[config.mk]
export PLATFORM = sky130hd
export DESIGN_NAME = nodf_module_status_tracker_flat
export DESIGN_NICKNAME = d
export VERILOG_FILES = /design/src/rtl/nodf_module_status_tracker_pkg.sv /design/src/rtl/nodf_module_status_tracker_if.sv /design/src/rtl/nodf_module_status_tracker_ts_fifo.sv /design/src/rtl/nodf_module_status_tracker.sv /design/src/flat_wrapper.sv
export SDC_FILE = /design/constraint.sdc
export NUM_CORES = 1
export LEC_CHECK = 0
export BUFFER_PORTS_ARGS = -buffer_cell sky130_fd_sc_hd__buf_2
export CAP_MARGIN = 20
export CORE_ASPECT_RATIO = 0.5
export CORE_UTILIZATION = 55
export DETAILED_ROUTE_END_ITERATION = 12
export PLACE_DENSITY_LB_ADDON = 0.1
export RECOVER_POWER = 100
export SETUP_SLACK_MARGIN = 0.15
export SYNTH_ARGS = -nofsm -noshare
export SYNTH_HDL_FRONTEND = slang
export SYNTH_HIERARCHICAL = 1
export SYNTH_SLANG_ARGS = --single-unit
[constraint.sdc]
create_clock -name clock -period 12.6 [get_ports clock]
set_clock_uncertainty 0.15 [all_clocks]
set_input_delay 0.63 -clock clock [delete_from_list [all_inputs] [get_ports clock]]
set_output_delay 0.63 -clock clock [all_outputs]
set_load 0.02 [all_outputs]
[src/rtl/nodf_module_status_tracker_pkg.sv]
// Shared types and defaults for the ap_ctrl status tracker.
package nodf_status_pkg;

  typedef enum logic [1:0] {
    IDLE      = 2'd0,
    ACTIVE    = 2'd1,
    WAIT_CONT = 2'd2,
    FINISHED  = 2'd3
  } status_e;

  localparam int DEF_CNT_W   = 32;
  localparam int DEF_MAX_OUT = 4;

endpackage

[src/rtl/nodf_module_status_tracker_if.sv]
// ap_ctrl handshake bundle; the tracker only ever listens on the slave side.
interface nodf_module_status_tracker_if;
  logic ap_start;
  logic ap_ready;
  logic ap_done;
  logic ap_continue;

  modport master (output ap_start, ap_ready, ap_done, ap_continue);
  modport slave  (input  ap_start, ap_ready, ap_done, ap_continue);
endinterface

[src/rtl/nodf_module_status_tracker_ts_fifo.sv]
// Start-timestamp FIFO; push and pop may coincide, including when full.
module nodf_ts_fifo #(
  parameter int W     = 32,
  parameter int DEPTH = 4
) (
  input  logic                     clock,
  input  logic                     reset,
  input  logic                     push,
  input  logic                     pop,
  input  logic [W-1:0]             din,
  output logic [W-1:0]             dout,
  output logic                     full,
  output logic                     empty,
  output logic [$clog2(DEPTH):0]   count
);
  localparam int PW = (DEPTH > 1) ? $clog2(DEPTH) : 1;
  localparam int CW = $clog2(DEPTH) + 1;

  logic [DEPTH-1:0][W-1:0] mem;
  logic [PW-1:0]           wr_ptr, rd_ptr;
  logic                    do_push, do_pop;

  function automatic logic [PW-1:0] next_ptr(input logic [PW-1:0] p);
    return (p == PW'(DEPTH - 1)) ? '0 : p + 1'b1;
  endfunction

  assign full    = (count == CW'(DEPTH));
  assign empty   = (count == '0);
  assign dout    = mem[rd_ptr];
  // A pop frees the head slot in the same edge, so a full FIFO can still take a push.
  assign do_push = push & (~full | pop);
  assign do_pop  = pop & ~empty;

  always_ff @(posedge clock)
    if (do_push) mem[wr_ptr] <= din;

  always_ff @(posedge clock or negedge reset) begin
    if (!reset) begin
      wr_ptr <= '0;
      rd_ptr <= '0;
      count  <= '0;
    end else begin
      if (do_push) wr_ptr <= next_ptr(wr_ptr);
      if (do_pop)  rd_ptr <= next_ptr(rd_ptr);
      case ({do_push, do_pop})
        2'b10:   count <= count + 1'b1;
        2'b01:   count <= count - 1'b1;
        default: count <= count;
      endcase
    end
  end
endmodule

[src/rtl/nodf_module_status_tracker.sv]
// Passive ap_ctrl observer: status class, start/done counts, latency and start interval stats.
module nodf_module_status_tracker
  import nodf_status_pkg::*;
#(
  parameter int CNT_W   = DEF_CNT_W,
  parameter int MAX_OUT = DEF_MAX_OUT
) (
  input  logic                       clock,
  input  logic                       reset,
  nodf_module_status_tracker_if.slave hs,
  input  logic                       finish,
  output logic [1:0]                 status,
  output logic [CNT_W-1:0]           start_cnt,
  output logic [CNT_W-1:0]           done_cnt,
  output logic [$clog2(MAX_OUT):0]   outstanding,
  output logic                       lat_valid,
  output logic [CNT_W-1:0]           last_latency,
  output logic [CNT_W-1:0]           min_latency,
  output logic [CNT_W-1:0]           max_latency,
  output logic                       int_valid,
  output logic [CNT_W-1:0]           last_interval,
  output logic                       err_overflow,
  output logic                       err_underflow,
  output logic                       finished
);
  logic [CNT_W-1:0] cyc, prev_ts, head, lat_now;
  logic             have_prev;
  logic             acc_s, acc_d, f_full, f_empty, push, pop, lat_upd;
  status_e          ns;

  assign acc_s = ~finished & hs.ap_start & hs.ap_ready;
  assign acc_d = ~finished & hs.ap_done  & hs.ap_continue;

  // Start and done on an empty FIFO pair up directly: zero latency, nothing stored.
  assign push    = acc_s & ~(acc_d & f_empty);
  assign pop     = acc_d & ~f_empty;
  assign lat_upd = acc_d & (~f_empty | acc_s);
  assign lat_now = f_empty ? '0 : cyc - head;

  nodf_ts_fifo #(.W(CNT_W), .DEPTH(MAX_OUT)) u_fifo (
    .clock (clock),
    .reset (reset),
    .push  (push),
    .pop   (pop),
    .din   (cyc),
    .dout  (head),
    .full  (f_full),
    .empty (f_empty),
    .count (outstanding)
  );

  always_comb begin
    ns = IDLE;
    if (finished | finish)                    ns = FINISHED;
    else if (hs.ap_done & ~hs.ap_continue)    ns = WAIT_CONT;
    else if (hs.ap_start | (outstanding != '0)) ns = ACTIVE;
  end

  always_ff @(posedge clock or negedge reset) begin
    if (!reset) begin
      cyc           <= '0;
      prev_ts       <= '0;
      have_prev     <= 1'b0;
      status        <= IDLE;
      start_cnt     <= '0;
      done_cnt      <= '0;
      lat_valid     <= 1'b0;
      last_latency  <= '0;
      min_latency   <= '1;
      max_latency   <= '0;
      int_valid     <= 1'b0;
      last_interval <= '0;
      err_overflow  <= 1'b0;
      err_underflow <= 1'b0;
      finished      <= 1'b0;
    end else begin
      status    <= ns;
      finished  <= finished | finish;
      lat_valid <= lat_upd;
      int_valid <= acc_s & have_prev;
      if (!finished) cyc <= cyc + 1'b1;

      if (acc_s) begin
        if (start_cnt != '1) start_cnt <= start_cnt + 1'b1;
        if (have_prev) last_interval <= cyc - prev_ts;
        prev_ts   <= cyc;
        have_prev <= 1'b1;
        if (f_full & ~acc_d) err_overflow <= 1'b1;
      end

      if (acc_d) begin
        if (done_cnt != '1) done_cnt <= done_cnt + 1'b1;
        if (f_empty & ~acc_s) err_underflow <= 1'b1;
      end

      if (lat_upd) begin
        last_latency <= lat_now;
        if (lat_now < min_latency) min_latency <= lat_now;
        if (lat_now > max_latency) max_latency <= lat_now;
      end
    end
  end
endmodule

[src/flat_wrapper.sv]
// flat-port wrapper written by rule: the top's interface ports become plain ports
module nodf_module_status_tracker_flat import nodf_status_pkg::*;
#(
  parameter int CNT_W   = DEF_CNT_W,
  parameter int MAX_OUT = DEF_MAX_OUT
)
  (clock, reset, finish, status, start_cnt, done_cnt, outstanding, lat_valid, last_latency, min_latency, max_latency, int_valid, last_interval, err_overflow, err_underflow, finished, hs_ap_start, hs_ap_ready, hs_ap_done, hs_ap_continue);
  nodf_module_status_tracker_if hs_i ();
  input  logic clock;
  input  logic reset;
  input  logic finish;
  output logic [1:0] status;
  output logic [CNT_W-1:0] start_cnt;
  output logic [CNT_W-1:0] done_cnt;
  output logic [$clog2(MAX_OUT):0] outstanding;
  output logic lat_valid;
  output logic [CNT_W-1:0] last_latency;
  output logic [CNT_W-1:0] min_latency;
  output logic [CNT_W-1:0] max_latency;
  output logic int_valid;
  output logic [CNT_W-1:0] last_interval;
  output logic err_overflow;
  output logic err_underflow;
  output logic finished;
  input wire logic [$bits(hs_i.ap_start)-1:0] hs_ap_start;
  input wire logic [$bits(hs_i.ap_ready)-1:0] hs_ap_ready;
  input wire logic [$bits(hs_i.ap_done)-1:0] hs_ap_done;
  input wire logic [$bits(hs_i.ap_continue)-1:0] hs_ap_continue;
  assign hs_i.ap_start = hs_ap_start;
  assign hs_i.ap_ready = hs_ap_ready;
  assign hs_i.ap_done = hs_ap_done;
  assign hs_i.ap_continue = hs_ap_continue;
  nodf_module_status_tracker #(.CNT_W(CNT_W), .MAX_OUT(MAX_OUT)) u_core (.clock(clock), .reset(reset), .hs(hs_i), .finish(finish), .status(status), .start_cnt(start_cnt), .done_cnt(done_cnt), .outstanding(outstanding), .lat_valid(lat_valid), .last_latency(last_latency), .min_latency(min_latency), .max_latency(max_latency), .int_valid(int_valid), .last_interval(last_interval), .err_overflow(err_overflow), .err_underflow(err_underflow), .finished(finished));
endmodule
==> metrics.md, run 1 <==
| Metric | Value |
|---|---|
| Status | `finished with violations` |
| Violations in the final reports | `capacitance limit, slew limit` |
| Biggest area consumer among synthesized cells | `dfrtp_1` |
| # fillers | `3042` |
| Summed negative setup slack over all endpoints | `0 ns` |
| Synthesized net count | `1997` |
| Psw | `0.790 mW` |
| DR iter-0 viols | `959` |
| Element type at the critical path end | `flop` |
| Worst hold path type | `input port to flop` |
| Proportion of power drawn by the clock network | `38.3%` |
| Total setup buffers inserted after CTS | `0` |
| Post-CTS Hold Fix Bufs | `0` |
| Detailed-router iteration count before antenna repair | `5` |
| Max-cap violations | `9` |
| Leak Pwr | `9.98 nW` |
| Maximum clock frequency | `0.118 GHz` |
| Worst Path Max Fanout | `35` |
| Worst voltage drop across the vdd grid | `0.0736 mV` |
| Final #Nets | `2200` |
| Width of the die | `277 um` |
| Root Buffer Master | `clkbuf_16` |
| Core Box Area | `0.0366 sq mm` |
| DRC Markers | `0` |
| Primary flip-flop cell chosen by synthesis mapping | `dfrtp_1` |
| CP arrival | `8.83 ns` |
| Tightest Pin Transition | `6.82 ns` |
| Sw Share | `27.1%` |
| Post-cts sizing count | `0` |
| Clock sink total | `399` |
| Yosys cell types | `80` |
| Layout cell share with drive strength beyond 1 | `9.59%` |
| Max-Slew Margin vs Limit | `-355%` |
| Pint | `2.12 mW` |
| Post-route antenna net violation count | `0` |
| Total grt overflow | `0` |
| Reg2Reg Launch Point | `u_core/u_fifo/rd_ptr[0]` |
| First-pass GRT wire length | `75900 um` |
| Commonest cells in the synthesized netlist | `dfrtp_1, nand2_1, inv_1, ha_1, edfxtp_1` |
| Clock buffer count from CTS | `37` |
| Total cell area at the placement stage | `0.0225 sq mm` |
| Number of instances in the synthesized netlist | `1853` |
| Clock-pin slew of the registers on the worst-case setup and hold paths | `0.07 ns` |
| Final hold vios | `0` |
| Worst R2R Setup Slack | `4.09 ns` |
| Total via count in the routed design | `14427` |
| Category of the critical setup timing path | `flop to flop` |
| Area occupied by multi-input gates | `0.00933 sq mm` |
| Layout-stage area growth over the synthesis result | `11.6%` |
| Sequential power share | `47.5%` |
| H-tree Lvls | `2` |
| Post-detailed-route via-to-cell ratio | `5.62` |
| Setup slack of the critical path after layout | `4.09 ns` |
| Vias in the first global route | `14040` |
| Final-report max-slew violation count | `481` |
| Port Buffer Count | `208` |
| Number of antenna violations at the first check in global routing | `0` |
| Mean cell area of the mapped netlist | `11.3 sq um` |
| Number of storage elements in the synthesis netlist | `399` |
| Async SR Flop Fraction | `67.9%` |
| Startpoint of the worst setup timing path | `u_core/u_fifo/rd_ptr[0]` |
| Final Wtd Congestion | `0.913` |
| Latest clock arrival within the worst-skew pair | `0.55 ns` |
| Number of cell rows | `49` |
| Average wire length per cell after detail routing | `18.1 um` |
| I/O pin count | `209` |
| Effective utilization at floorplan | `57.0%` |
| Post-placement worst setup slack | `5.99 ns` |
| Wirelength, routed | `46500 um` |
| Final clock period utilization by the worst path | `67.5%` |
| Final critical path time including I/O delays and setup | `8.51 ns` |
| Worst Reg-to-Reg Cells | `21` |
| Clock tree from TritonCTS | `built` |
| PD cells | `125 mW/mm^2` |
| Fin area | `0.0233 sq mm` |
| Number of inserted diodes | `0` |
| Placed wire-length estimate | `33100 um` |
| Cell types with the largest area share after synthesis | `dfrtp_1, edfxtp_1, ha_1, xnor2_1, dfstp_2` |
| Warnings, synthesis | `6` |
| Tot GR Track Use | `24.5%` |
| Endpoints failing setup | `0` |
| Setup repair after global routing missed its margin | `false` |
| CP Capture Point | `u_core/min_latency[26]` |
| Core Util, Final | `63.6%` |
| Total standard cell area after synthesis | `0.0209 sq mm` |
| Most common cell in the netlist | `dfrtp_1` |
| Deepest clock path buffer count | `3` |
| Die ar. | `0.0388 sq mm` |
| Sequential cell area in the final layout | `0.0107 sq mm` |
| Height of the die | `140 um` |
| Top-area cell type share of the netlist area | `28.7%` |
| Number of enable-type register cells in the synthesized netlist | `128` |
| Required time worst endpoint | `12.92 ns` |
| Endpoint of the worst-slack reg-to-reg timing path | `u_core/min_latency[26]` |
| Maximum number of pins on one net before global-route repair | `145` |
| Proportion of synthesized chip area in sequential cells | `51.1%` |
| Element type at the critical path start | `flop` |
| Part of the total power dissipated in combinational logic | `14.2%` |
## registers in the layout, indices dropped and copies added (netlist names)
name / flops
u_core/u_fifo/mem: 128
u_core/cyc: 32
u_core/done_cnt: 32
u_core/last_interval: 32
u_core/last_latency: 32
u_core/max_latency: 32
u_core/min_latency: 32
u_core/prev_ts: 32
u_core/start_cnt: 32
u_core/u_fifo/count: 3
u_core/status: 2
u_core/u_fifo/rd_ptr: 2
u_core/u_fifo/wr_ptr: 2
u_core/err_overflow: 1
u_core/err_underflow: 1
u_core/finished: 1
u_core/have_prev: 1
u_core/int_valid: 1
u_core/lat_valid: 1
## metrics by stage
stage | power (mW) | hold WS, ns | cells
after floorplan | 1.69 | 0.184 | 1853
after global placement | 1.82 | 0.306 | 2500
after detailed placement | 1.83 | 0.309 | 2501
after CTS | 2.95 | 0.0894 | 2569
after global routing | 3.05 | 0.145 | 2569
final | 2.91 | 0.144 | 2569
## critical path, stage by stage, from the launching register on
cell       delay [ns]
dfrtp_2          0.34
clkbuf_1         1.99
mux4_2           0.58
ha_1             0.19
inv_1            0.06
fa_1             0.43
a211o_1          0.32
a21o_1           0.18
a2111oi_0        0.45
nor2_1           0.20
o2111ai_1        0.25
a21boi_0         0.15
nor3_1           0.51
ha_1             0.37
a21o_1           0.16
a21oi_1          0.15
nor2_1           0.06
a2111oi_0        0.32
o21ai_0          0.21
a21oi_4          0.56
buf_4            0.39
mux2_2           0.38
## layout make-up
| cell class | instances | area share (%) |
|---|---|---|
| Clock buffer | 49 | 4.61 |
| Clock inverter | 19 | 0.602 |
| Timing Repair Buffer | 222 | 3.83 |
| Tap cell | 484 | 2.60 |
| Inverter | 154 | 2.48 |
| Multi-Input combinational cell | 1242 | 40.1 |
| Sequential cell | 399 | 45.8 |
## power groups by stage
stage                     logic, mW  clock network, mW  registers (mW)
final                         0.413               1.12            1.38
after global routing          0.467               1.20            1.39
after CTS                     0.426               1.14            1.38
after detailed placement      0.422                  0            1.41
after global placement        0.416                  0            1.41
after floorplan               0.268                  0            1.42
## cells by family (layout without fill, tap and decap cells)
| kind of cell | count (synthesis) | count (layout) | synth area share (%) |
|---|---|---|---|
| XOR/XNOR | 136 | 136 | 5.71 |
| multiplexers | 115 | 115 | 7.99 |
| AO/OA/AOI/OAI | 346 | 346 | 11.0 |
| AND/OR/NAND/NOR | 508 | 508 | 11.9 |
| buffers and inverters | 212 | 444 | 3.91 |
| adder cells (fa/ha/maj) | 137 | 137 | 8.33 |
| flip-flops | 399 | 399 | 51.1 |
## metal layers
layer  global-route usage, %  vias up  part of all wire (%)
met3                    4.67       52                   5.8
met5                       0        -                     0
met2                    36.9      366                    44
met4                    4.56        0                   1.2
li1                        -     7050                     -
met1                    37.0     6959                    49
## layout by cell type (no fill, tap or decap), drive strengths merged, types with 19 or more instances in the layout
cell type and count:
mux4 32, inv 157, edfxtp 128, xnor2 99
nand3 65, nand4 45, clkbuf 261, mux2 80
a21oi 75, o21ai 96, o21a 19, nor3 31
a21o 57, dfstp 32, dfrtp 239, nor2 77
nand2 179, and3 22, ha 134, xor2 37
## worst min path at each step
stage,start,end,slack (ns),depth (start not counted)
floorplan,reset,u_core/cyc[0],0.18,0
global placement,u_core/err_underflow,u_core/err_underflow,0.31,1
detailed placement,u_core/last_latency[10],u_core/last_latency[10],0.31,2
CTS,reset,u_core/lat_valid,0.09,1
global route,finish,u_core/finished,0.14,3
finish,finish,u_core/finished,0.14,3
No activity file was read; power rests on OpenSTA's default activity.
==> run 2, diff against run 1 <==
- CORE_UTILIZATION: 55 -> 54
- clock period: 12.6 -> 7.6 ns (I/O delays scaled with it)
==> metrics.md, run 2 (synthesized netlist as in run 1, its figures left out) <==
| Metric | Value |
|---|---|
| Status | `finished with violations` |
| Violations in the final reports | `capacitance limit, slew limit` |
| # fillers | `3217 (+5.8%)` |
| Average wire length per cell after detail routing | `17.9 um (-1.0%)` |
| Root Buffer Master | `clkbuf_16` |
| Category of the critical setup timing path | `flop to flop` |
| CP arrival | `6.95 ns (-1.88 ns)` |
| Max-cap violations | `7 (-2)` |
| Element type at the critical path start | `flop` |
| I/O pin count | `209 (unchanged)` |
| Total via count in the routed design | `14383 (-0.30%)` |
| Number of inserted diodes | `0 (unchanged)` |
| Worst hold path type | `input port to flop` |
| Clock tree from TritonCTS | `built` |
| Worst path cell trace | `buf_4 > mux4_2 > inv_1 > ha_1 > o211ai_1 > a211oi_1 > o21ai_0 > a211oi_1 > o41ai_1 > nand3_1 > a31oi_1 > ha_1 > nand4_1 > nor4_1 > o21ai_0 > a21boi_4 > buf_4 > mux2_2` |
| Worst voltage drop across the vdd grid | `0.145 mV (+98%)` |
| Final critical path time including I/O delays and setup | `6.69 ns (-1.82 ns)` |
| Reg2Reg Launch Point | `u_core/u_fifo/rd_ptr[0]` |
| Max-Slew Margin vs Limit | `-270% (+85 points)` |
| Latest clock arrival within the worst-skew pair | `0.54 ns (about the same)` |
| Reg with most FFs | `u_core/u_fifo/mem` |
| Port Buffer Count | `208 (unchanged)` |
| Final clock period utilization by the worst path | `88.0% (+20 points)` |
| Sw Share | `26.6% (-0.55 points)` |
| Worst Reg-to-Reg Cells | `18 (-14%)` |
| Final #Nets | `2202 (+0.091%)` |
| Clock-pin slew of the registers on the worst-case setup and hold paths | `0.07 ns (about the same)` |
| Maximum clock frequency | `0.150 GHz (+27%)` |
| Post-route antenna net violation count | `0 (unchanged)` |
| Core Util, Final | `62.0% (-1.6 points)` |
| First-pass GRT wire length | `75400 um (-0.76%)` |
| Worst path top cell family by delay | `compound AO/OA/AOI/OAI gates` |
| Final-report max-slew violation count | `367 (-24%)` |
| Layout-stage area growth over the synthesis result | `12.1%` |
| PD cells | `207 mW/mm^2 (+66%)` |
| Worst R2R Setup Slack | `0.91 ns (-3.18 ns)` |
| Maximum number of pins on one net before global-route repair | `172 (+19%)` |
| Endpoint of the worst-slack reg-to-reg timing path | `u_core/max_latency[30]` |
| Element type at the critical path end | `flop` |
| Total grt overflow | `0 (unchanged)` |
| DR iter-0 viols | `1018 (+6.2%)` |
| Height of the die | `141 um (+0.91%)` |
| Placed wire-length estimate | `33300 um (+0.36%)` |
| Setup repair after global routing missed its margin | `false` |
| Tightest Pin Transition | `5.54 ns (-1.28 ns)` |
| Commonest cells after routing, fill and taps aside | `dfrtp_1, clkbuf_1, nand2_1` |
| Crit-path max cell delay | `0.76 ns (-1.23 ns)` |
| Sequential power share | `47.5% (about the same)` |
| Tot GR Track Use | `24.0% (-0.45 points)` |
| Wirelength, routed | `46700 um (+0.45%)` |
| CP Capture Point | `u_core/max_latency[30]` |
| DRC Markers | `0 (unchanged)` |
| Proportion of power drawn by the clock network | `38.4% (about the same)` |
| Final Wtd Congestion | `0.867 (-5.0%)` |
| Part of the total power dissipated in combinational logic | `14.1% (about the same)` |
| Number of antenna violations at the first check in global routing | `0 (unchanged)` |
| Endpoints failing setup | `0 (unchanged)` |
| Setup slack of the critical path after layout | `0.912 ns (-3.18 ns)` |
| Largest register FFs | `128 (unchanged)` |
| Summed negative setup slack over all endpoints | `0 ns (unchanged)` |
| Area occupied by multi-input gates | `0.00936 sq mm (+0.31%)` |
| Vias in the first global route | `13960 (-0.57%)` |
| Pint | `3.56 mW (+68%)` |
| Levels on crit path | `18 (-14%)` |
| Post-placement worst setup slack | `1.15 ns (-4.84 ns)` |
| Number of cell rows | `50 (+2.0%)` |
| Critical-path top delay cell | `o41ai_1` |
| Worst Path Max Fanout | `18 (-49%)` |
| Required time worst endpoint | `7.87 ns (-5.05 ns)` |
| Number of buffer and inverter stages on the critical path | `3 (unchanged)` |
| Leak Pwr | `10.0 nW (+0.35%)` |
| Detailed-router iteration count before antenna repair | `5 (unchanged)` |
| Width of the die | `280 um (+0.91%)` |
| Core Box Area | `0.0377 sq mm (+3.1%)` |
| Total setup buffers inserted after CTS | `0 (unchanged)` |
| Worst hold slack after final layout | `0.0451 ns (-0.0985 ns)` |
| Deepest clock path buffer count | `3 (unchanged)` |
| Effective utilization at floorplan | `55.3% (-1.7 points)` |
| Die ar. | `0.0395 sq mm (+1.8%)` |
| Psw | `1.29 mW (+63%)` |
| Layout cell share with drive strength beyond 1 | `9.68% (+0.087 points)` |
| H-tree Lvls | `2 (unchanged)` |
| Final hold vios | `0 (unchanged)` |
| Sequential cell area in the final layout | `0.0107 sq mm (unchanged)` |
| Leading cell type in the layout, fill and taps excluded | `dfrtp_1` |
| Clock sink total | `399 (unchanged)` |
| Startpoint of the worst setup timing path | `u_core/u_fifo/rd_ptr[0]` |
| Clock buffer count from CTS | `38 (+2.7%)` |
| Post-detailed-route via-to-cell ratio | `5.52 (-1.8%)` |
## run 2: metrics by stage
stage          power [mW]  cell area, sq um  std cells
2_1_floorplan        2.81             20900       1853
5_1_grt              5.06             23400       2607
3_3_place_gp         3.02             22500       2536
6_report             4.84             23400       2607
4_1_cts              4.90             23700       2607
3_5_place_dp         3.03             22500       2536
## run 2: layer usage
| metal | part of all wire (%) | track usage [%] | routed length, um |
|---|---|---|---|
| met5 | 0 | 0 | 0 |
| met4 | 1.8 | 6.07 | 840 |
| met3 | 4.9 | 4.11 | 2310 |
| met2 | 44 | 36.2 | 20300 |
| met1 | 50 | 36.1 | 23200 |
## run 2: how the worst min path moves through the flow
stage | cells after the start | endpoint | startpoint
5_1_grt | 3 | u_core/status[1] | hs_ap_continue
4_1_cts | 3 | u_core/status[1] | hs_ap_continue
3_3_place_gp | 1 | u_core/err_overflow | u_core/err_overflow
2_1_floorplan | 0 | u_core/cyc[0] | reset
6_report | 3 | u_core/status[1] | hs_ap_continue
3_5_place_dp | 2 | u_core/last_latency[6] | u_core/last_latency[6]
## run 2: worst min-delay path: cells and delay by family
kind          cells  cell delay [ns]
buf+inv           1             0.10
simple gates      2             0.19
## run 2: power by group through the flow
stage	registers [mW]	clock network [mW]	logic, mW
2_1_floorplan	2.36	0	0.445
3_3_place_gp	2.34	0	0.677
3_5_place_dp	2.34	0	0.690
4_1_cts	2.30	1.90	0.699
5_1_grt	2.31	1.98	0.773
6_report	2.30	1.86	0.685
## run 2: cell type report
cell class	count	area share (%)
Sequential cell	399	45.6
Multi-Input combinational cell	1242	40.0
Clock buffer	55	4.69
Timing Repair Buffer	223	3.93
Tap cell	520	2.78
Inverter	154	2.47
Clock inverter	14	0.460
## run 2: timing repair
item | in CTS | in global routing
gates resized for setup | 0 | 0
endpoints found under the hold margin | 74 | 0
hold buffers | 2 | 0
